==> src/rtl/fp_pkg.sv <==
// Shared types and helpers for the floating-point add/sub front end.
package fp_pkg;

    localparam int unsigned EXP_W_DEF = 8;
    localparam int unsigned MAN_W_DEF = 23;
    localparam int unsigned MAX_FP_W  = 64;

    typedef enum logic [2:0] {
        ZERO,
        SUB,
        NORM,
        INF,
        QNAN,
        SNAN
    } fp_class_e;

    // Canonical quiet NaN: sign 0, exponent all-ones, fraction MSB set.
    // Returned at the widest supported size; callers truncate to their width.
    function automatic logic [MAX_FP_W-1:0] canon_qnan(input int unsigned exp_w,
                                                       input int unsigned man_w);
        logic [MAX_FP_W-1:0] v;
        v = ((MAX_FP_W'(1) << exp_w) - MAX_FP_W'(1)) << man_w;
        v = v | (MAX_FP_W'(1) << (man_w - 1));
        return v;
    endfunction

    // Classify an operand from width-independent field summaries.
    function automatic fp_class_e fp_classify(input logic exp_ones,
                                              input logic exp_zero,
                                              input logic frac_nz,
                                              input logic frac_msb);
        fp_class_e c;
        if (exp_ones) begin
            if (!frac_nz)      c = INF;
            else if (frac_msb) c = QNAN;
            else               c = SNAN;
        end else if (exp_zero) begin
            c = frac_nz ? SUB : ZERO;
        end else begin
            c = NORM;
        end
        return c;
    endfunction

endpackage

==> src/rtl/fp_rshift_sticky.sv <==
// Right shift with sticky OR of all shifted-out bits into bit 0; saturates at d >= W.
module fp_rshift_sticky #(
    parameter int unsigned W    = 27,
    parameter int unsigned SH_W = 8
) (
    input  logic [W-1:0]    src,
    input  logic [SH_W-1:0] sh_amt,
    output logic [W-1:0]    res_c
);

    logic [W-1:0] shifted;
    logic [W-1:0] lost_mask;
    logic         sticky;

    // Shift, collect lost bits, fold them into the LSB.
    always_comb begin
        shifted   = '0;
        lost_mask = '0;
        sticky    = 1'b0;
        res_c     = '0;
        if (32'(sh_amt) >= 32'(W)) begin
            sticky = |src;
            res_c  = {{(W-1){1'b0}}, sticky};
        end else begin
            shifted   = src >> sh_amt;
            lost_mask = ~({W{1'b1}} << sh_amt);
            sticky    = |(src & lost_mask);
            res_c     = {shifted[W-1:1], shifted[0] | sticky};
        end
    end

endmodule

==> src/rtl/fp_align_pipe.sv <==
// Two-stage unpack/order/align front end for FP add/sub with valid/ready flow control.
module fp_align_pipe
    import fp_pkg::*;
#(
    parameter int unsigned EXP_W = EXP_W_DEF,
    parameter int unsigned MAN_W = MAN_W_DEF,
    parameter int unsigned TAG_W = 5
) (
    input  logic                     clk,
    input  logic                     rst_n,
    input  logic                     in_valid,
    output logic                     in_ready,
    input  logic                     sub,
    input  logic [EXP_W+MAN_W:0]     a,
    input  logic [EXP_W+MAN_W:0]     b,
    input  logic [TAG_W-1:0]         in_tag,
    output logic                     out_valid,
    input  logic                     out_ready,
    output logic [EXP_W-1:0]         exp_l,
    output logic [MAN_W+3:0]         mant_l,
    output logic [MAN_W+3:0]         mant_s,
    output logic                     sign_l,
    output logic                     eff_sub,
    output logic                     special,
    output logic [EXP_W+MAN_W:0]     special_val,
    output logic                     nv,
    output logic [TAG_W-1:0]         out_tag
);

    localparam int unsigned FP_W = EXP_W + MAN_W + 1;
    localparam int unsigned MT_W = MAN_W + 4;
    localparam logic [FP_W-1:0] QNAN_VAL = FP_W'(canon_qnan(EXP_W, MAN_W));

    // Flow control
    logic v1;
    logic ready2;
    logic load1;
    logic load2;

    assign ready2   = !out_valid || out_ready;
    assign in_ready = !v1 || ready2;
    assign load1    = in_valid && in_ready;
    assign load2    = v1 && ready2;

    // Stage 1 combinational decode
    logic [EXP_W-1:0] exp_a, exp_b, eexp_a, eexp_b, c_exp_l, c_exp_s, c_d;
    logic [MAN_W-1:0] frac_a, frac_b;
    logic [MAN_W:0]   sig_a, sig_b, c_sig_l, c_sig_s;
    logic             sign_a, sign_b, swap, c_sign_l, c_eff_sub, c_special, c_nv;
    logic             nan_a, nan_b, inf_a, inf_b;
    logic [FP_W-1:0]  c_special_val;
    fp_class_e        cls_a, cls_b;

    // Unpack, classify, order by magnitude and decode specials.
    always_comb begin
        exp_a  = a[FP_W-2 -: EXP_W];
        exp_b  = b[FP_W-2 -: EXP_W];
        frac_a = a[MAN_W-1:0];
        frac_b = b[MAN_W-1:0];
        sign_a = a[FP_W-1];
        sign_b = b[FP_W-1] ^ sub;
        cls_a  = fp_classify(&exp_a, ~|exp_a, |frac_a, frac_a[MAN_W-1]);
        cls_b  = fp_classify(&exp_b, ~|exp_b, |frac_b, frac_b[MAN_W-1]);
        eexp_a = (exp_a == '0) ? EXP_W'(1) : exp_a;
        eexp_b = (exp_b == '0) ? EXP_W'(1) : exp_b;
        sig_a  = {|exp_a, frac_a};
        sig_b  = {|exp_b, frac_b};
        swap   = b[FP_W-2:0] > a[FP_W-2:0];

        c_exp_l   = swap ? eexp_b : eexp_a;
        c_exp_s   = swap ? eexp_a : eexp_b;
        c_sig_l   = swap ? sig_b  : sig_a;
        c_sig_s   = swap ? sig_a  : sig_b;
        c_sign_l  = swap ? sign_b : sign_a;
        c_d       = c_exp_l - c_exp_s;
        c_eff_sub = sign_a ^ sign_b;

        nan_a = (cls_a == QNAN) || (cls_a == SNAN);
        nan_b = (cls_b == QNAN) || (cls_b == SNAN);
        inf_a = (cls_a == INF);
        inf_b = (cls_b == INF);

        c_special     = 1'b0;
        c_special_val = '0;
        c_nv          = 1'b0;
        if (nan_a || nan_b) begin
            c_special     = 1'b1;
            c_special_val = QNAN_VAL;
            c_nv          = (cls_a == SNAN) || (cls_b == SNAN);
        end else if (inf_a && inf_b && c_eff_sub) begin
            c_special     = 1'b1;
            c_special_val = QNAN_VAL;
            c_nv          = 1'b1;
        end else if (inf_a) begin
            c_special     = 1'b1;
            c_special_val = {sign_a, {EXP_W{1'b1}}, {MAN_W{1'b0}}};
        end else if (inf_b) begin
            c_special     = 1'b1;
            c_special_val = {sign_b, {EXP_W{1'b1}}, {MAN_W{1'b0}}};
        end
    end

    // Stage 1 registers
    logic [EXP_W-1:0] s1_exp_l, s1_d;
    logic [MAN_W:0]   s1_sig_l, s1_sig_s;
    logic             s1_sign_l, s1_eff_sub, s1_special, s1_nv;
    logic [FP_W-1:0]  s1_special_val;
    logic [TAG_W-1:0] s1_tag;

    // Valid bits for both stages; reset drops in-flight work.
    always_ff @(posedge clk or negedge rst_n) begin
        if (!rst_n) begin
            v1        <= 1'b0;
            out_valid <= 1'b0;
        end else begin
            if (load1)      v1 <= 1'b1;
            else if (load2) v1 <= 1'b0;
            if (ready2)     out_valid <= v1;
        end
    end

    // Stage 1 data capture on accept.
    always_ff @(posedge clk or negedge rst_n) begin
        if (!rst_n) begin
            s1_exp_l       <= '0;
            s1_d           <= '0;
            s1_sig_l       <= '0;
            s1_sig_s       <= '0;
            s1_sign_l      <= 1'b0;
            s1_eff_sub     <= 1'b0;
            s1_special     <= 1'b0;
            s1_special_val <= '0;
            s1_nv          <= 1'b0;
            s1_tag         <= '0;
        end else if (load1) begin
            s1_exp_l       <= c_exp_l;
            s1_d           <= c_d;
            s1_sig_l       <= c_sig_l;
            s1_sig_s       <= c_sig_s;
            s1_sign_l      <= c_sign_l;
            s1_eff_sub     <= c_eff_sub;
            s1_special     <= c_special;
            s1_special_val <= c_special_val;
            s1_nv          <= c_nv;
            s1_tag         <= in_tag;
        end
    end

    // Stage 2 alignment
    logic [MT_W-1:0] aligned;

    fp_rshift_sticky #(
        .W    (MT_W),
        .SH_W (EXP_W)
    ) u_align (
        .src    ({s1_sig_s, 3'b000}),
        .sh_amt (s1_d),
        .res_c  (aligned)
    );

    // Stage 2 output registers, loaded on hand-off from stage 1.
    always_ff @(posedge clk or negedge rst_n) begin
        if (!rst_n) begin
            exp_l       <= '0;
            mant_l      <= '0;
            mant_s      <= '0;
            sign_l      <= 1'b0;
            eff_sub     <= 1'b0;
            special     <= 1'b0;
            special_val <= '0;
            nv          <= 1'b0;
            out_tag     <= '0;
        end else if (load2) begin
            exp_l       <= s1_exp_l;
            mant_l      <= {s1_sig_l, 3'b000};
            mant_s      <= aligned;
            sign_l      <= s1_sign_l;
            eff_sub     <= s1_eff_sub;
            special     <= s1_special;
            special_val <= s1_special_val;
            nv          <= s1_nv;
            out_tag     <= s1_tag;
        end
    end

endmodule

==> config.mk <==
export PLATFORM = sky130hd
export DESIGN_NAME = fp_align_pipe
export DESIGN_NICKNAME = d
export VERILOG_FILES = /design/src/rtl/fp_pkg.sv /design/src/rtl/fp_rshift_sticky.sv /design/src/rtl/fp_align_pipe.sv
export SDC_FILE = /design/constraint.sdc
export NUM_CORES = 1
export LEC_CHECK = 0
export ABC_AREA = 1
export CAP_MARGIN = 10
export CORE_ASPECT_RATIO = 1.25
export CORE_MARGIN = 10
export CORE_UTILIZATION = 49
export DETAILED_ROUTE_END_ITERATION = 16
export HOLD_SLACK_MARGIN = 0.06
export PLACE_DENSITY = 0.75
export RECOVER_POWER = 25
export SETUP_SLACK_MARGIN = 0.02
export SLEW_MARGIN = 40
export SYNTH_ARGS = -nofsm -noshare
export SYNTH_HDL_FRONTEND = slang
export SYNTH_SLANG_ARGS = --single-unit
export TNS_END_PERCENT = 50
==> constraint.sdc <==
create_clock -name clk -period 1.86 [get_ports clk]
set_input_delay 0.465 -clock clk [delete_from_list [all_inputs] [get_ports clk]]
set_output_delay 0.465 -clock clk [all_outputs]
set_load 0.05 [all_outputs]
After elaboration in Yosys (flattened, before gate mapping). Cells that the tools add are included. Widths: inputs -> output; s select.

Add/subtract/negate cells: 1. Multiply operators: 0. Divide/modulo/power cells: 0. $lt $le $gt $ge: 2. Equality and inequality tests: 6. Shift-type cells: 2. Muxes and demuxes: 30. Bitwise logic cells: 5. Reduce and logical (&&, ||, !) cells: 23.

Operators with widths (count): $mux 32 (4); $mux 24 (2); $reduce_or 23->1 (2); $mux 8 (4); $gt 31x31->1 (1); $and 27x27->27 (1); $mux 27 (1); $not 27->27 (1); $reduce_or 27->1 (1); $shl 27x8->27 const A (1); $shr 27x8->27 (1); $reduce_or 24->1 (1); $logic_not 8->1 (2); $reduce_and 8->1 (2); $reduce_or 8->1 (2); $mux 1 (13); $eq 3x3->1 const B (4); $mux 3 (4); $ge 8x5->1 const B (1); $sub 8x8->8 (1); $eq 3x2->1 const B (2); $logic_or 1x1->1 (6); $logic_and 1x1->1 (4); $mux 2 (2); 4 further kinds (6).

Register bits: 207. Latch bits: 0. Memory bits (writable): 0. Memory bits (read-only): 0. Input port bits: 74. Output and inout port bits: 105. Memories kept: 0.

Depth between registers and ports, before layout.
Depth in word-level cells: 9. Mapped depth: 23.

Cells and area by module. A second synthesis with hierarchy kept.

Cells, all modules: 1374. Area, all modules: 10278.6 sq um.

By module, submodules not included: fp_align_pipe (instances 1, cells each 939, area each 8180.3 sq um, sequential area each 3678.5 sq um); fp_rshift_sticky (instances 1, cells each 435, area each 2098.3 sq um, sequential area each 0.0 sq um).

Worst setup path before layout. No wires, ideal clock.

Path kind: input -> register. From: input port a[20]. To: register s1_d[6]. Data arrival time: 3115 ps. Required time: 1777 ps. Path slack: -1338 ps. Stages: 21. Buffers on the path: 2. Cells stage by stage: inv_1 -> ha_1 -> nand2_1 -> nor3_2 -> nand3_1 -> nor2_1 -> nand2_1 -> nand2_2 -> buf_6 -> buf_4 -> nand3_1 -> o21ai_1 -> inv_1 -> ha_1 -> fa_1 -> o21ai_0 -> nand2_1 -> nand2_1 -> a21oi_1 -> xor2_1 -> o21ai_0.

Cells in the longest elaborated chain, start to end: 3. Elaborated cells between the ends (all ways): 4. Classes of those cells: 1 x add/sub; 1 x order compare; 2 x mux.

Ends and longest elaborated chain: start: declaration (line fp_align_pipe.sv:14) `input logic [EXP_W+MAN_W:0] a,`; $gt 31x31->1 (*) (line fp_align_pipe.sv:68) `swap = b[FP_W-2:0] > a[FP_W-2:0];`; $mux 8, on equally long branches (line fp_align_pipe.sv:70, fp_align_pipe.sv:71); $sub 8x8->8 (*) (line fp_align_pipe.sv:75) `c_d = c_exp_l - c_exp_s;`; end signal: assignment (line fp_align_pipe.sv:126) `s1_d <= '0;`; end signal: assignment (line fp_align_pipe.sv:137) `s1_d <= c_d;`; end: declaration (line fp_align_pipe.sv:104) `logic [EXP_W-1:0] s1_exp_l, s1_d;`.

Every way passes the cells marked *; elsewhere a longest branch is shown, timed or not. A chain may end at the register's enable or synchronous reset.

Worst setup path in the final report.
From: input port a[4]. To: register s1_d[6].

Same word-level chain as after synthesis.

==> impl_metrics.toml <==
[synthesis]
seq_area_frac_synth_pct = 37.4
synth_cells = 1460
yosys_register_bits = 147
synth-edff-count = 0
async_flop_share_pct = 100
synth_top_family_by_area = "simple AND/OR/NAND/NOR gates"
synth_compound_area_share_pct = 7.38
ys.flop_type = "dfrtp_1"
yosysUniqueCellTypes = 40
synth.avg_cell_area_sq_um = 6.74
yosys.area_share.simple_pct = 38.6
synth_warnings = 0
syn-cell-area_sq_um = 9850
synthMuxAreaShare_pct = 0
synth_xor_area_share_pct = 0.445
synthAdderAreaFrac_pct = 5.03

[place]
hpwlAfterDp_microns = 25900
gp_congestion = 0.969
dp.cells = 1976
portBuffers = 153
pre_cts_slack_ps = -1990
postPlaceCellArea_sq_um = 12900

[detailed_routing]
avgRoutedWirePerCell_microns = 17.8
vias_per_cell = 5.40
vias = 11171
dr.pass1.iters = 7
drc = 0
ant_nets = 0
totalWireLength_microns = 36800
drt-initial-drc-count = 920

[flow_run]
maxCapViolCount = 0

[critical_path]
r2r_setup_slack_ps = -20
cp_max_fo = 8
cp-end-kind = "flop"
cp.arrival_ps = 3170
crit_path_start = "a[4]"
reg2reg_to = "mant_s[17]$_DFFE_PN0P_"
crit_path_start_kind = "primary input"
r2r_start = "s1_d[7]$_DFFE_PN0P_"
crit_type = "in -> reg"
critPathRequiredTime_ps = 2210
r2r_cells = 9

[sta]
worstMarginPinSlew_ps = 1270
clock.fmax_mhz = 355
holdWs_ps = 473
slew_viol_final = 0
finalCritPeriodShare_pct = 152
skew_ps = 11.2
setup-violations-final = 66
fin_crit_ps = 2820
rsz0062_at_grt = "true"
slew_headroom_pct = 15.6
fin_ws_ps = -961
tns_ps = -20500
hold_viol_final = 0

[finish]
drive_gt1_share_pct = 33.4
layout_common_cells = "nand2_1 (520), buf_4 (291), nand3_1 (202)"
n_antenna_cell = 0
area_delta_synth_final_pct = 48.9
layout.cells.non_filler = 2067
final_area_sq_um = 14700
nNetsFinal = 1902
fillCellCount = 1499
fin_util_pct = 74.8
layout_commonest_cell = "nand2_1"

[global_route]
first_global_vias = 11636
grt_first_pass_wirelength_microns = 59200
grt_overflow = 0
grt_use_total_pct = 27.8
grt_max_degree = 51
met2_usage_pct = 49.4
antenna_found_initial = 0
met3_usage_pct = 5.22
grt.busiest_layer = "met2"
use_met1_pct = 30.1

[floorplanning]
io_pins = 179
rows = 57
fp.dieW_microns = 147
dieArea_sq_um = 26200
die_y_microns = 178
initial_core_util_pct = 50.2
fp.coreArea_sq_um = 19600

[cts]
htreeDepth = 4
cts_num_sinks = 147
clk_latency_ps = 420
clockBufferDepth = 2
cts_tree = "yes"
cts_inserted_buffers = 17
cts_root_buf = "clkbuf_16"
path_clk_slew_ps = 70

[pwr]
powerDensity_nw_per_um2 = 1170
p_total_mw = 17.2
peakVddDrop_mv = 0.874
p_leak_nw = 7.66

[worst_hold_path]
min_delay_worst_endpoint = "mant_l[12]$_DFFE_PN0P_"
hold_path_class = "reg -> reg"
min_from = "s1_sig_l[9]$_DFFE_PN0P_"
holdPathStages = 2

[outcome]
violations = "setup timing"
status = "finished with violations"
[layer usage]
layer  up-vias  share of wire (%)
met4         0                6.7
met3       139                6.1
met2       475                 51
met5         -                  0
li1       5327                  -
met1      5230                 36
[worst max-delay path: stages]
cell and delay [ps]:
buf_8 100, inv_8 50, ha_4 200, nand2_1 80
nand2_1 100, a21oi_2 170, nand2_2 90, nand2_2 60
nand2_2 60, nand2_2 90, nand2_4 100, buf_8 170
buf_6 120, nand3_4 80, nand2_4 70, ha_4 170
fa_2 380, o21ai_2 150, nand2_1 80, nand2_1 80
a21oi_2 60, xor2_1 150, o21ai_1 100
[cells in the mapped netlist (all sizes together), types with 2 or more instances]
cell,number,area [sq um]
clkbuf,32,120
nor4,5,31.3
a21oi,35,175
o31ai,3,22.5
nand3b,2,15.0
and2,6,37.5
o22ai,3,18.8
dfrtp,147,3680
nor2,48,185
o21ai,73,365
buf,78,490
inv,129,484
nand3,228,1150
a21o,3,22.5
ha,38,475
nand4,26,169
nor3,9,55.1
xor2,4,35.0
or2,5,31.3
o211ai,12,90.1
nand2,566,2130
[logic make-up after synthesis]
kind of cell,count (synthesis)
and+or+nand+nor,895
buffers and inverters,240
DFF,147
AOI/OAI and AO/OA,133
adders and majority gates,39
xor gates and xnor gates,5
other,1
[worst max-delay path by stage]
| stage | cells after the start | slack, ps | to |
|---|---|---|---|
| final | 23 | -960 | s1_d[6]$_DFFE_PN0P_ |
| after global routing | 20 | -1160 | s1_d[6]$_DFFE_PN0P_ |
| after CTS | 24 | -850 | s1_d[6]$_DFFE_PN0P_ |
| after detailed placement | 19 | -1990 | s1_d[7]$_DFFE_PN0P_ |
| after global placement | 20 | -1960 | s1_d[6]$_DFFE_PN0P_ |
| after floorplan | 21 | -1120 | s1_d[6]$_DFFE_PN0P_ |
[registers in the layout (all words and copies together), names as in the netlist, 3 cells and up]
register,flops
s1_sig_l,24
s1_exp_l,8
special_val,3
s1_special_val,3
s1_d,8
s1_tag,5
mant_l,24
mant_s,27
exp_l,8
out_tag,5
s1_sig_s,24
[power by group]
| part | switching, mW | leakage, nW | internal, mW | total (mW) |
|---|---|---|---|---|
| Sequential | 0.614 | 1.84 | 3.97 | 4.58 |
| Clock | 1.63 | 0.291 | 1.93 | 3.56 |
| Combinational | 5.83 | 5.53 | 3.18 | 9.01 |
[final cells by class]
cell class | instances | area, sq um | area share, %
inverter | 130 | 558 | 3.81
timing repair buffer | 395 | 3300 | 22.5
clock inverter | 15 | 183 | 1.25
tap | 265 | 332 | 2.26
clock buffer | 17 | 425 | 2.90
multi-input combinational | 1098 | 6190 | 42.2
sequential | 147 | 3680 | 25.1
[timing repair]
action,4_1_cts,5_1_grt
gates resized for setup,325,118
pin swaps,93,67
endpoints found under the setup margin,74,96
gates cloned,4,0
buffers inserted,74,8
hold buffers,1,0
hold endpoints to repair,41,0
Note: power is estimated with default switching activity, not from simulation.
==> RTL edit: new RTL, same settings <==
Change the package constant `MAN_W_DEF` from 23 to 21.
--- a/src/rtl/fp_pkg.sv
+++ b/src/rtl/fp_pkg.sv
@@ -2,7 +2,7 @@
 package fp_pkg;
 
     localparam int unsigned EXP_W_DEF = 8;
-    localparam int unsigned MAN_W_DEF = 23;
+    localparam int unsigned MAN_W_DEF = 21;
     localparam int unsigned MAX_FP_W  = 64;
 
     typedef enum logic [2:0] {
Ports: changed (5 resized); port bits go from 179 to 169. No check against the original RTL was run, so the function may have changed too.
==> RTL edit against the original RTL <==
The flow still finishes with violations (negative setup slack). Clock power is 3% lower. Sequential share of layout area is 0.15 points lower. Wire length is 7.7% lower. Area after synthesis is 6.2% lower. Utilization is 0.077 points higher. Power is 1.7% lower. Synthesized cell count is 6.6% lower. Sequential cell count is 8 lower. Count of clock-buffer cells in the layout stayed put. Worst setup slack worse by 0.0077 ns. Design area is 4.9% lower. Sequential power is 5.7% lower. Cell count is 7.4% lower. Highest routed layer unchanged.
==> RTL edit: results (changes against the original RTL) <==
[placement]
gp_congestion=0.956  ; was 0.969
post_dp_cell_area_sq_mm=0.0121  ; was 0.0129 sq mm
port_buffers=145  ; was 153
dp_slack_ns=-1.89  ; was -1.99 ns
hpwl_mm=23.4  ; was 25.9 mm

[power_and_ir_drop]
powerSeq_mw=4.32  ; was 4.58 mW
comb_power_share_pct=54.0  ; was 52.5%
leakage_nw=7.25  ; was 7.66 nW
cellPowerDensity_mw_per_mm2=1210  ; was 1170 mW/mm^2
p_clk_share_pct=20.4  ; was 20.8%

[floorplan]
rows=56  ; was 57

[finish]
nets=1776  ; was 1902
inv_count=125  ; was 130
largest_reg_flops=25  ; was 27
drive_gt1_share_pct=34.8  ; was 33.4%
clock_area_share_pct=4.42  ; was 4.15%
regArea_sq_mm=0.00348  ; was 0.00368 sq mm
fill_cells=1368  ; was 1499
nNonClkBuffers=367  ; was 395
multi_input_gates=1019  ; was 1098
buffer_area_share_pct=22.8  ; was 22.5%

[grt]
grt_pass1_vias=10100  ; was 11600
met3_usage_pct=4.22  ; was 5.22%
grt_pass1_wl_mm=51.9  ; was 59.2 mm
globalRouteMet2Util_pct=45.3  ; was 49.4%
grt_usage_pct=25.9  ; was 27.8%
grt_max_degree=49  ; was 51

[clock_tree]
cts_resized=249  ; was 325
postCtsSetupBuffers=39  ; was 74

[timing]
setup_slack_ns=-0.968  ; was -0.961 ns
setup_tns_ns=-11.72  ; was -20.50 ns
tightest_slew_ns=1.19  ; was 1.27 ns
setup_viol=60  ; was 66

[logic_synthesis]
synth_common_cells=527 x nand2_1, 197 x nand3_1, 139 x dfrtp_1, 123 x inv_1, 52 x o21ai_0  ; was 564 x nand2_1, 227 x nand3_1, 147 x dfrtp_1, 125 x inv_1, 63 x o21ai_0
ys_seq_area_share_pct=37.7  ; was 37.4%
ys_ff_latch=139  ; was 147
synthDistinctLibCells=42  ; was 40
synth_xor_area_share_pct=0.474  ; was 0.445%
synth-adder-area-share_pct=5.10  ; was 5.03%
synth_compound_area_share_pct=7.49  ; was 7.38%
postSynthCellCount=1363  ; was 1460

[detailed_routing]
drt_pass1_iterations=6  ; was 7
wl_met1_mm=12.6  ; was 13.3 mm
wl_met3_mm=1.90  ; was 2.25 mm
via_per_inst=5.48  ; was 5.40
wl_mm=34.0  ; was 36.8 mm

[critical_path]
max_stage_delay_ns=0.41  ; was 0.38 ns
timing.rr.start=s1_d[0]  ; was s1_d[7]
crit_start=a[10]  ; was a[4]

[outcome]
status=finished, violations left  ; unchanged
violations=negative setup slack  ; unchanged

[hold_path]
hp-start=s1_nv  ; was s1_sig_l[9]

[RTL edit: cell types whose count changed after synthesis, moves of 6 or more]
cell | unedited run | this run
nand2_1 | 564 | 527
nand3_1 | 227 | 197
buf_2 | 29 | 16
o21ai_0 | 63 | 52
dfrtp_1 | 147 | 139
a21oi_1 | 35 | 41
[RTL edit: worst paths after layout]
kind / slack, ns / cells past startpoint / to
worst max-delay path: -0.97 / 22 / s1_d[6]
worst min-delay path: 0.47 / 2 / nv
worst max register to register: 0.03 / 13 / mant_s[0]
worst min register to register: 0.47 / 2 / nv
max in group asynchronous: 0.18 / 3 / s1_sig_l[14]
min in group asynchronous: 0.83 / 2 / mant_s[11]
[RTL edit: worst max-delay path, delay by kind of cell]
family                     cells  cell delay, ns
adders and majority gates      3            0.80
and+or+nand+nor                9            0.67
buffers and inverters          5            0.61
AOI/OAI and AO/OA              4            0.50
xor gates and xnor gates       1            0.13
